### config.mk
export PLATFORM = sky130hd
export DESIGN_NAME = ram_port_ctrl
export DESIGN_NICKNAME = d
export VERILOG_FILES = /design/src/rtl/ram_port_ctrl.sv
export SDC_FILE = /design/constraint.sdc
export NUM_CORES = 1
export LEC_CHECK = 0
export CAP_MARGIN = 10
export CORE_MARGIN = 2
export CORE_UTILIZATION = 42
export DETAILED_ROUTE_END_ITERATION = 8
export GPL_ROUTABILITY_DRIVEN = 0
export PLACE_DENSITY = 0.95
export SYNTH_ARGS = -nofsm -noshare
export SYNTH_HDL_FRONTEND = slang
export SYNTH_SLANG_ARGS = --single-unit
### constraint.sdc
create_clock -name clk -period 5.4 [get_ports clk]
set_clock_uncertainty 0.2 [all_clocks]
set_input_delay 1.62 -clock clk [delete_from_list [all_inputs] [get_ports clk]]
set_output_delay 1.62 -clock clk [all_outputs]
set_load 0.03 [all_outputs]
### src/rtl/ram_port_ctrl.sv
// Single-outstanding load/store controller between the CPU memory stage and a word-addressed ram.
// Optional build macro MEM_TIMEOUT_EN adds a WAIT-state watchdog that aborts with err=3.
//
// state | meaning
// IDLE  | ready for a request; req_ready high
// REQ   | strobe raised for its first cycle; ram status ignored (exc may be stale)
// WAIT  | strobe held; ram done/exc sampled each cycle
// RESP  | one-cycle response pulse, then back to IDLE
module ram_port_ctrl #(
    parameter int ADDR_SHIFT     = 2,
    parameter int TIMEOUT_CYCLES = 16
) (
    input  logic        clk,
    input  logic        rst,
    input  logic        req_valid,
    output logic        req_ready,
    input  logic        req_we,
    input  logic [31:0] req_addr,
    input  logic [31:0] req_wdata,
    output logic        rsp_valid,
    output logic [31:0] rsp_rdata,
    output logic [1:0]  rsp_err,
    output logic [31:0] ram_r_addr,
    output logic [31:0] ram_w_addr,
    output logic [31:0] ram_w_line,
    output logic        ram_read,
    output logic        ram_write,
    input  logic [31:0] ram_r_line,
    input  logic        ram_rrdy,
    input  logic        ram_wrdy,
    input  logic        ram_exc
);

    typedef enum logic [1:0] {
        IDLE = 2'd0,
        REQ  = 2'd1,
        WAIT = 2'd2,
        RESP = 2'd3
    } state_t;

    localparam logic [1:0] ERR_OK      = 2'd0;
    localparam logic [1:0] ERR_ALIGN   = 2'd1;
    localparam logic [1:0] ERR_EXC     = 2'd2;
    localparam logic [1:0] ERR_TIMEOUT = 2'd3;

    state_t      state_q, state_d;
    logic [31:0] addr_q, addr_d;
    logic [31:0] wdata_q, wdata_d;
    logic [31:0] rdata_q, rdata_d;
    logic [1:0]  err_q, err_d;
    logic        read_q, read_d;
    logic        write_q, write_d;
    logic        misaligned;
    logic        ram_done;
    logic        timeout;

    assign misaligned = |req_addr[ADDR_SHIFT-1:0];
    // The strobe itself records whether the access is a load or a store.
    assign ram_done   = (read_q & ram_rrdy) | (write_q & ram_wrdy);

`ifdef MEM_TIMEOUT_EN
    localparam int CW = $clog2(TIMEOUT_CYCLES + 1);
    logic [CW-1:0] cnt_q, cnt_d;

    // Terminal compare at TIMEOUT_CYCLES-1 so exactly TIMEOUT_CYCLES WAIT cycles elapse.
    assign timeout = (cnt_q == CW'(TIMEOUT_CYCLES - 1));

    always_comb begin
        cnt_d = cnt_q;
        if (state_q == REQ) begin
            cnt_d = '0;
        end else if (state_q == WAIT && !ram_done && !ram_exc && !timeout) begin
            cnt_d = cnt_q + CW'(1);
        end
    end

    always_ff @(posedge clk) begin
        if (rst) begin
            cnt_q <= '0;
        end else begin
            cnt_q <= cnt_d;
        end
    end
`else
    assign timeout = 1'b0;
`endif

    always_comb begin
        state_d = state_q;
        addr_d  = addr_q;
        wdata_d = wdata_q;
        rdata_d = rdata_q;
        err_d   = err_q;
        read_d  = read_q;
        write_d = write_q;
        case (state_q)
            IDLE: begin
                if (req_valid) begin
                    addr_d  = req_addr >> ADDR_SHIFT;
                    wdata_d = req_wdata;
                    if (misaligned) begin
                        state_d = RESP;
                        err_d   = ERR_ALIGN;
                        rdata_d = '0;
                    end else begin
                        state_d = REQ;
                        read_d  = !req_we;
                        write_d = req_we;
                    end
                end
            end
            REQ: begin
                state_d = WAIT;
            end
            WAIT: begin
                if (ram_done) begin
                    state_d = RESP;
                    err_d   = ERR_OK;
                    rdata_d = read_q ? ram_r_line : '0;
                    read_d  = 1'b0;
                    write_d = 1'b0;
                end else if (ram_exc) begin
                    state_d = RESP;
                    err_d   = ERR_EXC;
                    rdata_d = '0;
                    read_d  = 1'b0;
                    write_d = 1'b0;
                end else if (timeout) begin
                    state_d = RESP;
                    err_d   = ERR_TIMEOUT;
                    rdata_d = '0;
                    read_d  = 1'b0;
                    write_d = 1'b0;
                end
            end
            RESP: begin
                state_d = IDLE;
            end
            default: begin
                state_d = IDLE;
            end
        endcase
    end

    always_ff @(posedge clk) begin
        if (rst) begin
            state_q <= IDLE;
            addr_q  <= '0;
            wdata_q <= '0;
            rdata_q <= '0;
            err_q   <= ERR_OK;
            read_q  <= 1'b0;
            write_q <= 1'b0;
        end else begin
            state_q <= state_d;
            addr_q  <= addr_d;
            wdata_q <= wdata_d;
            rdata_q <= rdata_d;
            err_q   <= err_d;
            read_q  <= read_d;
            write_q <= write_d;
        end
    end

    assign req_ready  = (state_q == IDLE) && !rst;
    assign rsp_valid  = (state_q == RESP);
    assign rsp_rdata  = rdata_q;
    assign rsp_err    = err_q;
    assign ram_r_addr = addr_q;
    assign ram_w_addr = addr_q;
    assign ram_w_line = wdata_q;
    assign ram_read   = read_q;
    assign ram_write  = write_q;

endmodule
==> results.json, run 1 <==
{
  "setup.worst_path.end": "req_ready",
  "cts_sinks": 100,
  "placed_cells": 794,
  "place_hpwl_um": 9450,
  "r2r_cells": 6,
  "vias_per_cell": 4.98,
  "setup.worst_path.start": "rst",
  "dieArea_um2": 10900,
  "layout_worst_path_cycle_share": 0.816,
  "p_leak_nw": 2.49,
  "min_path_type": "register to register",
  "yosysWarnings": 0,
  "syn-instance-count": 492,
  "ios": 237,
  "cp_max_fo": 2,
  "clockBufferDepth": 2,
  "synth_area_leaders": "dfxtp_1 (47%), nand2_1 (11%), mux2i_1 (8.1%)",
  "placementRows": 36,
  "detail-route-antenna-nets": 0,
  "rsz0062_at_grt": "no",
  "drv_slew": 0,
  "cts.repair.resized": 0,
  "wirelength_um": 12900,
  "worst-endpoint-arrival_ns": 2.59,
  "fmax_mhz": 227,
  "cts_tree": "built",
  "grt_antenna_before_repair": 0,
  "initialDrtViolationCount": 175,
  "vdd_drop_max_v": 0.000167,
  "max_slew_margin": 0.226,
  "synth_edf_count": 0,
  "finalPower_mw": 2.55,
  "switching_power_mw": 0.958,
  "synthFlopType": "dfxtp_1",
  "start_util": 0.432,
  "setup-tns-final_ns": 0,
  "grt_pass1_wl_um": 20300,
  "status": "finished, final reports clean",
  "wire_per_inst_um": 15.9,
  "cts_buffers": 9,
  "area_growth_pct": 55.9,
  "fin_util": 0.673,
  "p_comb_frac": 0.416,
  "start_kind": "input pin",
  "die_w_um": 104,
  "worst_pin_slew_ns": 1.16,
  "coreArea_um2": 9770,
  "insertion_delay_ns": 0.36,
  "htreeDepth": 3,
  "hold_buffers": 0,
  "syn_avg_cell_area_um2": 8.58,
  "end_kind": "output port",
  "first_pass_iters": 4,
  "gr-total-overflow": 0,
  "postCtsSetupBuffers": 0,
  "chipHeight_um": 104,
  "yosys.area.top_type_share": 0.474,
  "port_buffers": 232,
  "drc": 0,
  "path_clk_slew_ns": 0.10,
  "nNetsFinal": 779,
  "p_int_mw": 1.59,
  "grt_pass1_vias": 4082,
  "r2r-start": "state_q[0]$_SDFFE_PP0P_",
  "crit_type": "input pin to output port",
  "ys_seq_elements": 100,
  "vias": 4032,
  "maxCapViolCount": 0,
  "finalHoldViolCount": 0,
  "final_cell_mix": "clkdlybuf4s50_1 (231), nand2_1 (125), dfxtp_1 (100), a21oi_1 (62), nand2b_1 (35)",
  "drive_gt1_frac": 0.0443,
  "ys_seq_area_frac": 0.474,
  "setup_violations": 0,
  "async_flop_share": 0,
  "swShare": 0.376,
  "p_seq_frac": 0.350,
  "r2r-end": "rsp_rdata[6]$_SDFFE_PP0P_",
  "clockRootBuffer": "clkbuf_8",
  "min_period_ns": 4.41,
  "layout_commonest_cell": "clkdlybuf4s50_1",
  "ys_types": 34,
  "p_per_area_nw_per_um2": 388,
  "clock_power_share": 0.233,
  "finalNonFillerCells": 810,
  "r2r_setup_slack_ns": 2.87,
  "cp_data_required_time_ns": 3.58,
  "grt_util_all_layers": 0.232,
  "yosysTopAreaCell": "dfxtp_1",
  "grt_max_degree": 105,
  "antenna_cells": 0,
  "netlist_area_um2": 4220
}
==> routing by layer <==
layer	part of all wire	GRT usage	wire (um)
met5	0	0	0
met4	0.033	0.109	425
met3	0.061	0.0508	780
met2	0.54	0.453	6930
met1	0.37	0.230	4720
==> cell usage after synthesis (2+ instances only) <==
cell,instances
nand3_1,32
or2_2,2
a221oi_1,2
buf_4,34
nor2_1,4
buf_2,5
ha_1,4
nand2b_1,35
inv_1,3
mux2i_1,34
nand2_1,126
a21oi_1,62
clkbuf_1,25
dfxtp_1,100
nor2b_1,3
buf_8,3
==> sequential cells by signal, summed over array words and instances (netlist names) <==
signal,flops
rsp_err,2
ram_w_line,32
rsp_rdata,32
ram_r_addr,30
state_q,2
ram_read,1
ram_write,1
==> power by group through the flow <==
stage	registers [mW]	clock network, mW	logic [mW]
after floorplan	1.07	0	0.554
after global placement	0.902	0	1.03
after detailed placement	0.911	0	1.06
after CTS	0.895	0.612	1.07
after global routing	0.906	0.640	1.13
final	0.894	0.596	1.06
==> final cells by class <==
| type | count | area (um^2) |
|---|---|---|
| fillers | 752 | 3200 |
| repair buffers | 234 | 2340 |
| flip-flops and latches | 100 | 2000 |
| multi-input cells | 323 | 1800 |
| well taps | 133 | 166 |
| clock inverters | 7 | 130 |
| clock buffers | 9 | 124 |
| inverters | 4 | 15.0 |
==> worst min-delay path by stage <==
| stage | startpoint | end | cells after the start |
|---|---|---|---|
| after global placement | ram_w_line[4]$_SDFFE_PP0P_ | ram_w_line[4]$_SDFFE_PP0P_ | 2 |
| after global routing | ram_w_line[26]$_SDFFE_PP0P_ | ram_w_line[26]$_SDFFE_PP0P_ | 2 |
| after CTS | ram_w_line[26]$_SDFFE_PP0P_ | ram_w_line[26]$_SDFFE_PP0P_ | 2 |
| after detailed placement | ram_w_line[26]$_SDFFE_PP0P_ | ram_w_line[26]$_SDFFE_PP0P_ | 2 |
| after floorplan | state_q[1]$_SDFFE_PP0P_ | state_q[1]$_SDFFE_PP0P_ | 2 |
| final | ram_w_line[26]$_SDFFE_PP0P_ | ram_w_line[26]$_SDFFE_PP0P_ | 2 |
==> cell families (layout without fill, tap and decap cells) <==
logic type / Yosys count / in the layout / synth area share
other cells: 1 / 4 / 0.000889
mux: 36 / 36 / 0.0869
compound gates: 72 / 72 / 0.101
flops: 100 / 100 / 0.474
buf+inv: 72 / 254 / 0.104
simple gates: 207 / 207 / 0.222
fa+ha+maj: 4 / 4 / 0.0119
==> critical path, cell delays in order <==
cell	delay (ns)
buf_2	0.12
nor2b_1	0.11
clkdlybuf4s50_1	0.74
==> per-stage QoR <==
step	area [um^2]	worst slack [ns]	hold WS, ns
finish	6580	0.991	0.260
global route	6580	0.956	0.276
CTS	6580	0.986	0.262
detailed placement	6320	0.983	0.248
global placement	6320	0.990	0.241
floorplan	4230	1.20	0.285
Note: power is estimated with default switching activity, not from simulation.
==> inputs of run 2 (changes only) <==
- CORE_UTILIZATION: 42 -> 35
- PLACE_DENSITY: 0.95 -> 0.88
- clock period: 5.4 -> 3.8 ns (I/O delays scaled with it)
==> run 2 against run 1 <==
Net effect:
- register-to-register slack got worse by 1.1 ns
- clock power rose by 46%
- setup slack worse by 0.12 ns
- combinational power rose by 42%
- global-route usage shrank 5.5 points
- highest routed layer unchanged
- critical endpoint is now rsp_valid
- critical path type is now register to output port
==> results.json, run 2 (same netlist as run 1, synthesis figures left out) <==
{
  "postCtsSetupBuffers": 0,
  "r2r-start": "state_q[0]$_SDFFE_PP0P_",
  "min_period_ns": 2.93,
  "r2r_setup_slack_ns": 1.73,
  "layout_commonest_cell": "clkdlybuf4s50_1",
  "r2r_cells": 6,
  "clock_power_share": 0.239,
  "fmax_mhz": 341,
  "wire_per_inst_um": 14.2,
  "grt_max_degree": 104,
  "cts_sinks": 100,
  "worst-endpoint-arrival_ns": 1.59,
  "switching_power_mw": 1.34,
  "setup_violations": 0,
  "p_comb_frac": 0.413,
  "cts_buffers": 9,
  "port_buffers": 232,
  "htreeDepth": 3,
  "vdd_drop_max_v": 0.000268,
  "grt_pass1_vias": 3571,
  "max_slew_margin": 0.321,
  "p_int_mw": 2.30,
  "p_leak_nw": 2.52,
  "p_per_area_nw_per_um2": 547,
  "first_pass_iters": 4,
  "timing.final.ws_setup_ns": 0.869,
  "crit_type": "register to output port",
  "grt_util_all_layers": 0.177,
  "detail-route-antenna-nets": 0,
  "gr-total-overflow": 0,
  "drv_slew": 0,
  "finalHoldViolCount": 0,
  "nNetsFinal": 783,
  "final_cell_mix": "clkdlybuf4s50_1 (230), nand2_1 (125), dfxtp_1 (100), a21oi_1 (62), nand2b_1 (35)",
  "drive_gt1_frac": 0.0485,
  "hold_end": "ram_w_line[10]$_SDFFE_PP0P_",
  "coreArea_um2": 11900,
  "worst_pin_slew_ns": 1.02,
  "hold_depth": 2,
  "swShare": 0.368,
  "min_path_type": "register to register",
  "setup-tns-final_ns": 0,
  "rsz0062_at_grt": "no",
  "ios": 237,
  "grt_pass1_wl_um": 17900,
  "grt_antenna_before_repair": 1,
  "postPlaceCellArea_um2": 6370,
  "cts.repair.resized": 0,
  "maxCapViolCount": 0,
  "start_util": 0.354,
  "place_hpwl_um": 8120,
  "path_clk_slew_ns": 0.06,
  "finalPower_mw": 3.64,
  "status": "finished, final reports clean",
  "initialDrtViolationCount": 301,
  "place_ws_ns": 0.680,
  "drc": 0,
  "hold_buffers": 0,
  "clockRootBuffer": "clkbuf_16",
  "chipHeight_um": 114,
  "vias": 3859,
  "worst_hold_slack_ns": 0.254,
  "r2r-end": "rsp_rdata[14]$_SDFFE_PP0P_",
  "insertion_delay_ns": 0.34,
  "wirelength_um": 11800,
  "vias_per_cell": 4.66,
  "cp_max_fo": 4,
  "cts_tree": "built",
  "hold_start": "ram_w_line[10]$_SDFFE_PP0P_",
  "area_growth_pct": 57.5,
  "dieArea_um2": 13000,
  "fillers": 1090,
  "cp_data_required_time_ns": 2.46,
  "layout_worst_path_cycle_share": 0.771,
  "placementRows": 40,
  "end_kind": "output port",
  "fin_area_um2": 6650,
  "die_w_um": 114,
  "p_seq_frac": 0.348,
  "start_kind": "register",
  "clockBufferDepth": 2
}
[run 2: layer usage]
layer  share of wire  GRT usage  vias up
met5               0          0        -
met4           0.024     0.0772        0
met3           0.065     0.0558       22
met2            0.49      0.300      150
met1            0.42      0.205     1746
li1                -          -     1941
[run 2: worst max-delay path, cell delays in order (launching register included)]
cell,delay (ns)
dfxtp_1,0.39
ha_1,0.16
clkdlybuf4s50_1,0.69
[run 2: worst max path at each step]
stage,slack [ns],start,end
after floorplan,0.56,rst,req_ready
after global placement,0.78,ram_rrdy,rsp_rdata[16]$_SDFFE_PP0P_
after detailed placement,0.68,ram_rrdy,rsp_rdata[14]$_SDFFE_PP0P_
after CTS,0.85,state_q[1]$_SDFFE_PP0P_,rsp_valid
after global routing,0.77,state_q[1]$_SDFFE_PP0P_,rsp_valid
final,0.87,state_q[1]$_SDFFE_PP0P_,rsp_valid
[run 2: final cells by class]
class	count	area [um^2]	share of cell area
clock inverter	3	21.3	0.00320
tap	147	184	0.0277
clock buffer	12	256	0.0386
timing repair buffer	238	2370	0.357
inverter	4	15.0	0.00226
multi-input combinational	323	1800	0.270
antenna	1	2.50	0.000376
sequential	100	2000	0.301
[run 2: power by group through the flow]
stage / combinational (mW) / clock (mW) / sequential [mW]
finish: 1.50 / 0.871 / 1.26
global route: 1.61 / 0.945 / 1.28
CTS: 1.52 / 0.902 / 1.27
detailed placement: 1.51 / 0 / 1.29
global placement: 1.50 / 0 / 1.28
floorplan: 0.788 / 0 / 1.52
[run 2: through the flow]
stage | utilization | cells
3_3_place_gp | 0.535 | 812
6_report | 0.558 | 828
5_1_grt | 0.558 | 828
2_1_floorplan | - | 495
3_5_place_dp | 0.535 | 812
4_1_cts | 0.558 | 827
